**src/rtl/mcycle_writeback.sv**
```systemverilog
// Queues completed multiply/divide results (with accumulate applied) and drains them into the
// register-file write port on cycles the main pipeline leaves free, flagging RAW hazards.
module mcycle_writeback #(
   parameter int width = 32,
   parameter int DEPTH = 2
) (
   input  logic             CLK,
   input  logic             Reset,
   input  logic             PushIn,
   input  logic [width-1:0] ResultHigh,
   input  logic [width-1:0] ResultLow,
   input  logic [width-1:0] AddSrc,
   input  logic             MCycleLong,
   input  logic [3:0]       MCycleWA3,
   input  logic [3:0]       MCycleWA5,
   input  logic             WBBusy,
   input  logic [3:0]       RA1,
   input  logic [3:0]       RA2,
   input  logic [3:0]       RA3,
   output logic             WE,
   output logic [3:0]       WA,
   output logic [width-1:0] WD,
   output logic             Full,
   output logic             Empty,
   output logic             Hazard,
   output logic             Overflow
);
   localparam int PW = $clog2(DEPTH);
   localparam int CW = $clog2(DEPTH + 1);

   typedef enum logic {LO, HI} beat_t;

   logic [3:0]         wa3_q  [DEPTH];
   logic [3:0]         wa5_q  [DEPTH];
   logic               long_q [DEPTH];
   logic [2*width-1:0] sum_q  [DEPTH];

   logic [PW-1:0]    wr_ptr, rd_ptr;
   logic [CW-1:0]    count;
   beat_t            beat;
   logic [3:0]       last_wa;
   logic [width-1:0] last_wd;

   logic [2*width-1:0] new_sum;
   logic               pop, push_ok;
   logic [3:0]         beat_wa;
   logic [width-1:0]   beat_wd;

   function automatic logic src_hit(input logic [3:0] d, input logic [3:0] a1,
                                    input logic [3:0] a2, input logic [3:0] a3);
      return (d == a1) || (d == a2) || (d == a3);
   endfunction

   // Short results only accumulate into the low word; the carry is discarded.
   assign new_sum = MCycleLong ? ({ResultHigh, ResultLow} + {{width{1'b0}}, AddSrc})
                               : {{width{1'b0}}, ResultLow + AddSrc};

   assign Empty   = (count == '0);
   assign Full    = (count == CW'(DEPTH));
   assign WE      = !Empty && !WBBusy;
   assign pop     = WE && (beat == HI || !long_q[rd_ptr]);
   assign push_ok = PushIn && (!Full || pop);

   assign beat_wa = (beat == HI) ? wa5_q[rd_ptr] : wa3_q[rd_ptr];
   assign beat_wd = (beat == HI) ? sum_q[rd_ptr][2*width-1:width] : sum_q[rd_ptr][width-1:0];
   assign WA      = Empty ? last_wa : beat_wa;
   assign WD      = Empty ? last_wd : beat_wd;

   always_comb begin
      logic [PW-1:0] idx;
      logic          lo_pend;
      Hazard = 1'b0;
      idx    = '0;
      lo_pend = 1'b0;
      // Destinations arriving this cycle stall decode immediately.
      if (PushIn)
         Hazard = src_hit(MCycleWA3, RA1, RA2, RA3) ||
                  (MCycleLong && src_hit(MCycleWA5, RA1, RA2, RA3));
      for (int k = 0; k < DEPTH; k++) begin
         idx     = rd_ptr + PW'(k);
         lo_pend = !(k == 0 && beat == HI);
         if (CW'(k) < count)
            if ((lo_pend && src_hit(wa3_q[idx], RA1, RA2, RA3)) ||
                (long_q[idx] && src_hit(wa5_q[idx], RA1, RA2, RA3)))
               Hazard = 1'b1;
      end
   end

   always_ff @(posedge CLK or posedge Reset) begin
      if (Reset) begin
         wr_ptr   <= '0;
         rd_ptr   <= '0;
         count    <= '0;
         beat     <= LO;
         Overflow <= 1'b0;
         last_wa  <= '0;
         last_wd  <= '0;
         for (int i = 0; i < DEPTH; i++) begin
            wa3_q[i]  <= '0;
            wa5_q[i]  <= '0;
            long_q[i] <= 1'b0;
            sum_q[i]  <= '0;
         end
      end else begin
         if (push_ok) begin
            wa3_q[wr_ptr]  <= MCycleWA3;
            wa5_q[wr_ptr]  <= MCycleWA5;
            long_q[wr_ptr] <= MCycleLong;
            sum_q[wr_ptr]  <= new_sum;
            wr_ptr         <= wr_ptr + 1'b1;
         end
         if (pop)
            rd_ptr <= rd_ptr + 1'b1;
         count <= count + CW'(push_ok) - CW'(pop);
         if (PushIn && !push_ok)
            Overflow <= 1'b1;
         if (WE) begin
            last_wa <= beat_wa;
            last_wd <= beat_wd;
            beat    <= (beat == LO && long_q[rd_ptr]) ? HI : LO;
         end
      end
   end
endmodule

```
**config.mk**
```make
export PLATFORM = sky130hd
export DESIGN_NAME = mcycle_writeback
export DESIGN_NICKNAME = d
export VERILOG_FILES = /design/src/rtl/mcycle_writeback.sv
export SDC_FILE = /design/constraint.sdc
export NUM_CORES = 1
export LEC_CHECK = 0
export CAP_MARGIN = 25
export CORE_MARGIN = 10
export CORE_UTILIZATION = 41
export CTS_CLUSTER_SIZE = 20
export DETAILED_ROUTE_END_ITERATION = 8
export PLACE_DENSITY_LB_ADDON = 0.3
export SLEW_MARGIN = 20
export SYNTH_ARGS = -nofsm -noshare
export SYNTH_HDL_FRONTEND = slang
export SYNTH_SLANG_ARGS = --single-unit
```
**constraint.sdc**
```tcl
create_clock -name CLK -period 7.5 [get_ports CLK]
set_clock_uncertainty 0.1 [all_clocks]
set_input_delay 1.5 -clock CLK [delete_from_list [all_inputs] [get_ports CLK]]
set_output_delay 1.5 -clock CLK [all_outputs]
set_load 0.03 [all_outputs]
```
After elaboration in Yosys (flattened, before gate mapping):

Cells that the tools add are included.

* input bits: 121
* flip-flop bits (word level): 188
* output and inout port bits: 41
* logic and storage cells: 126

* equality and inequality tests: 19
* add/subtract/negate cells: 6
* reductions and logical operators: 34
* order comparisons: 6
* multiplexer cells: 42
* bitwise operators: 4

Operators by type and width (number)
* 2-to-1 mux 64 bit: 5
* bitwise mux 128 bit: 1
* == test 4 bit: 18
* adder 64 x 32 -> 64 bit: 1
* demux 64 bit (select 1 bit): 1
* 2-to-1 mux 32 bit: 2
* 2-to-1 mux 4 bit: 15
* adder 32 bit: 1
* logical OR 1 bit: 17
* bitwise mux 8 bit: 2
* 2-to-1 mux 1 bit: 13
* logical AND 1 bit: 10
* >= comparator 2 bit (second input constant): 3
* logical NOT 1 bit: 6
* inverter 1 -> 2 bit: 3
* demux 4 bit (select 1 bit): 1
* < comparator 1 x 2 -> 1 bit (first input constant): 2
* adder 1 bit (second input constant): 2
* adder 2 x 1 -> 2 bit: 1
* bitwise mux 2 bit: 1
* == test 2 bit (second input constant): 1
* logical NOT 2 bit: 1
* < comparator 2 x 1 -> 1 bit (second input constant): 1
* subtractor 2 x 1 -> 2 bit: 1
* other kinds (2): 2

Depth between registers and ports, before layout:

* depth in word-level cells: 13
* depth in mapped cells: 14
* gate-level depth less buffers: 11

Least setup slack after synthesis:

OpenSTA, ideal clock, no wires.

* kind: input port to output port
* from: input RA2[2]
* to: output Hazard
* slack: 2.718 ns
* data required time: 5.900 ns
* data arrival time: 3.182 ns
* path buffers: 1
* stages: 7
* path through: clkbuf_1 xnor2_1 nor4_1 nor3_1 o22ai_1 nor4_1 o21ai_0

* longest elaborated chain between the ends: 10
* elaborated cells on any way between the ends: 30
* classes of those cells: eq/ne (6); mux (5); reduce/logical (19)

Ends and longest elaborated chain
* start, declared: RTL line 18 `input logic [3:0] RA2,`
* == test 4 bit: RTL line 51 `return (d == a1) || (d == a2) || (d == a3);`
* logical OR 1 bit (2 in series): RTL line 51
* logical AND 1 bit: RTL line 78 `(MCycleLong && src_hit(MCycleWA5, RA1, RA2, RA3));`
* logical OR 1 bit: RTL line 77 `Hazard = src_hit(MCycleWA3, RA1, RA2, RA3) ||`
* 2-to-1 mux 1 bit: RTL line 76 `if (PushIn)`
* 2-to-1 mux 1 bit: RTL line 83 `if ((lo_pend && src_hit(wa3_q[idx], RA1, RA2, RA3)) ||`
* 2-to-1 mux 1 bit: RTL line 82 `if (CW'(k) < count)`
* 2-to-1 mux 1 bit: RTL line 83
* 2-to-1 mux 1 bit *: RTL line 82
* end, declared: RTL line 25 `output logic Hazard,`

Every way passes the cells marked *; elsewhere a longest branch is shown, timed or not.

Final worst setup path:

* from: input RA3[2]
* to: output Hazard

* longest elaborated chain between the ends: 9
* elaborated cells on any way between the ends: 24
* classes of those cells: eq/ne (6); mux (5); reduce/logical (13)

Ends and longest elaborated chain
* start, declared: RTL line 19 `input logic [3:0] RA3,`
* == test 4 bit: RTL line 51
* logical OR 1 bit: RTL line 51
* logical AND 1 bit: RTL line 78
* logical OR 1 bit: RTL line 77
* 2-to-1 mux 1 bit: RTL line 76
* 2-to-1 mux 1 bit: RTL line 83
* 2-to-1 mux 1 bit: RTL line 82
* 2-to-1 mux 1 bit: RTL line 83
* 2-to-1 mux 1 bit *: RTL line 82

Marked as above.

==> impl_metrics.py <==
metrics = {
    "setup_path": {
        "crit_required_ps": 5900,
        "crit_slowest_cell": "clkdlybuf4s50_1",
        "cp.depth": 8,
        "startpoint_type": "primary input",
        "end_kind": "output pin",
        "cp_max_fo": 6,
        "cpLargestDelayFamily": "buffers and inverters",
        "critPathArrivalTime_ps": 4100,
        "slowest_delay_ps": 720,
        "path_cells": "clkdlybuf4s50_1 > xnor2_1 > nor4_1 > nor3_1 > o22ai_1 > nor4_1 > o21ai_0 > clkdlybuf4s50_1",
        "path_buf_inv": 2,
        "rr_worst_depth": 12,
        "crit_type": "in2out",
    },
    "timing": {
        "finalCritPeriodShare": 0.759,
        "whs_ps": 371,
        "finalCriticalPeriod_ps": 5700,
        "hold_viol": 0,
        "worst_pin_slew_ps": 937,
        "setup_violations": 0,
        "drv_slew": 0,
        "fmax_mhz": 176,
        "slew_headroom": 0.369,
        "setup_tns_ps": 0,
        "rsz0062_at_grt": "false",
    },
    "hold_path": {
        "hold_class": "reg2reg",
        "hold_depth": 1,
    },
    "clocking": {
        "h-tree-depth": 4,
        "cts.sinks": 188,
        "cts_tree": "yes",
        "clockRootBuffer": "clkbuf_16",
        "clk_pin_slew_ps": 70,
        "post-cts-setup-buffers": 0,
        "cts_buffers": 17,
        "clkLatencyLatePin_ps": 430,
        "clock_path_buffers": 2,
        "post_cts_resized": 0,
        "ctsHoldBuffers": 0,
    },
    "detailed_routing": {
        "ant_nets": 0,
        "wl_um": 37800,
        "vias": 10600,
        "dr.first_iter.drc_count": 975,
        "drc": 0,
        "wire_per_inst_um": 20.1,
        "first_pass_iters": 5,
        "viasPerCell": 5.63,
    },
    "yosys": {
        "synth_cell_type_count": 76,
        "synthCells": 1373,
        "yosys_warnings": 0,
        "synthMuxAreaShare": 0.112,
        "ys.flop_type": "dfrtp_1",
        "synthAdderAreaFrac": 0.0360,
        "synth_edf_count": 0,
        "yosysSeqAreaShare": 0.380,
        "synth_nets": 1529,
        "yosys.area_share.simple": 0.206,
        "avgSynthCellArea_sq_um": 9.02,
        "synthXorXnorAreaFrac": 0.0842,
        "synth_top_area_frac": 0.380,
        "ys_async_sr_fraction": 1.00,
        "synth_compound_area_frac": 0.143,
        "synth_top_family_by_area": "simple AND/OR/NAND/NOR gates",
        "synth.largest_area_cell": "dfrtp_1",
        "synth.area.top_cells": "dfrtp_1 (38%), nand2_1 (10%), mux4_2 (6.2%)",
        "ys_ff_latch": 188,
        "syn_area_sq_mm": 0.0124,
    },
    "global_route": {
        "grt-ovfl-total": 0,
        "grt_start_max_net_pins": 77,
        "grt_first_pass_wirelength_um": 60400,
        "grtUsageTotal": 0.199,
        "busiest_layer": "met2",
        "met1_usage": 0.265,
        "antenna_found_initial": 5,
        "met3_usage": 0.0405,
        "grt_pass1_vias": 10500,
        "use_met2": 0.321,
    },
    "finish": {
        "nets": 1630,
        "area_growth_pct": 19.9,
        "layout-drive-gt1-share": 0.104,
    },
    "die": {
        "die_h_um": 194,
        "num_io_pins": 162,
        "die_w_um": 194,
        "num_rows": 63,
        "start_util": 0.417,
        "design.die.area_sq_mm": 0.0375,
        "core_sq_mm": 0.0297,
    },
    "power_and_ir_drop": {
        "powerDensity_mw_per_mm2": 392,
        "p_leak_nw": 6.30,
        "ir_worst_vdd_mv": 0.177,
    },
    "run": {
        "max-cap-violations": 0,
    },
    "placement": {
        "place.gp.congestion": 0.892,
        "dp_hpwl_um": 28000,
        "place.port_buffers": 161,
    },
    "status": {
        "status": "finished, final reports clean",
    },
}
-- through the flow --
step | util | worst slack (ps) | cells | power [mW] | cell area, sq um
after floorplan | - | 786 | 1373 | 3.87 | 12400
after global placement | 0.479 | 1890 | 1845 | 4.85 | 14200
after detailed placement | 0.479 | 1840 | 1845 | 4.90 | 14200
after CTS | 0.499 | 1820 | 1877 | 5.86 | 14800
after global routing | 0.500 | 1540 | 1880 | 6.23 | 14900
final | 0.500 | 1800 | 1880 | 5.82 | 14900
-- report_power, final --
group	switching, mW	internal (mW)	total (mW)	leakage [nW]
logic	1.74	1.33	3.07	3.62
registers	0.310	1.48	1.79	2.38
clock network	0.437	0.516	0.953	0.301
total	2.48	3.33	5.82	6.30
-- final timing paths --
kind                                       from                     end  slack (ps)
max                                      RA3[2]                  Hazard        1800
min                        Overflow$_DFFE_PP0P_    Overflow$_DFFE_PP0P_         370
max reg2reg                  count[1]$_DFF_PP0_   sum_q[94]$_DFFE_PP0P_        3600
min reg2reg                Overflow$_DFFE_PP0P_    Overflow$_DFFE_PP0P_         370
max in group asynchronous                 Reset   sum_q[40]$_DFFE_PP0P_        4390
min in group asynchronous                 Reset  last_wd[7]$_DFFE_PP0P_        1450
-- final cells by class --
class / count / area [sq um]
Inverter: 15 / 62.6
Clock buffer: 18 / 439
Sequential cell: 188 / 4710
Timing Repair Buffer: 179 / 1750
Multi-Input combinational cell: 1073 / 7220
Tap cell: 390 / 488
Fill cell: 2746 / 14900
Antenna cell: 3 / 7.51
Clock inverter: 14 / 175
-- placed cells by master (no fill, tap or decap), drive strengths merged, types with 7 or more instances in the layout --
master,n
clkbuf,18
nand2b,7
a21o,17
o21ai,109
and3,11
mux2i,22
inv,22
xor2,38
buf,18
nand3,40
o31ai,18
nor3,28
nor2,55
o211ai,9
nand4,33
nand2,335
mux2,36
dfrtp,188
clkdlybuf4s50,161
a21oi,55
a211o,13
ha,34
nor4,15
a211oi,8
xnor2,81
mux4,34
-- layer usage --
metal | wire, um | share of wire | vias up
met2 | 17800 | 0.47 | 373
met1 | 16900 | 0.45 | 5124
li1 | - | - | 5047
met5 | 27 | 0.00071 | -
met3 | 2460 | 0.065 | 38
met4 | 569 | 0.015 | 4
-- registers in the layout (all words and copies together), names as in the netlist --
| name | count |
|---|---|
| Overflow | 1 |
| beat | 1 |
| count | 2 |
| last_wa | 4 |
| last_wd | 32 |
| long_q | 2 |
| rd_ptr | 1 |
| sum_q | 128 |
| wa3_q | 8 |
| wa5_q | 8 |
| wr_ptr | 1 |
-- cell families (layout without fill, tap and decap cells) --
| logic type | after synthesis | in the layout |
|---|---|---|
| buf+inv | 112 | 226 |
| mux | 92 | 92 |
| flops | 188 | 188 |
| simple gates | 557 | 557 |
| compound gates | 270 | 270 |
| xor+xnor | 119 | 119 |
| fa+ha+maj | 35 | 35 |
| other cells | 0 | 3 |
-- synth_stat cells (11+ instances only) --
master    count
a21o_1       16
buf_2        21
o21ai_0      99
dfrtp_1     188
mux4_2       34
ha_1         34
a211o_1      13
and3_1       11
nor4_1       12
nor2_1       53
buf_1        16
xor2_1       38
nand2_1     333
clkbuf_1     54
o31ai_1      18
nand4_1      32
mux2_2       36
nor3_1       25
xnor2_1      81
mux2i_1      22
inv_1        14
a21oi_1      53
nand3_1      39
(Power assumes the default switching activity.)
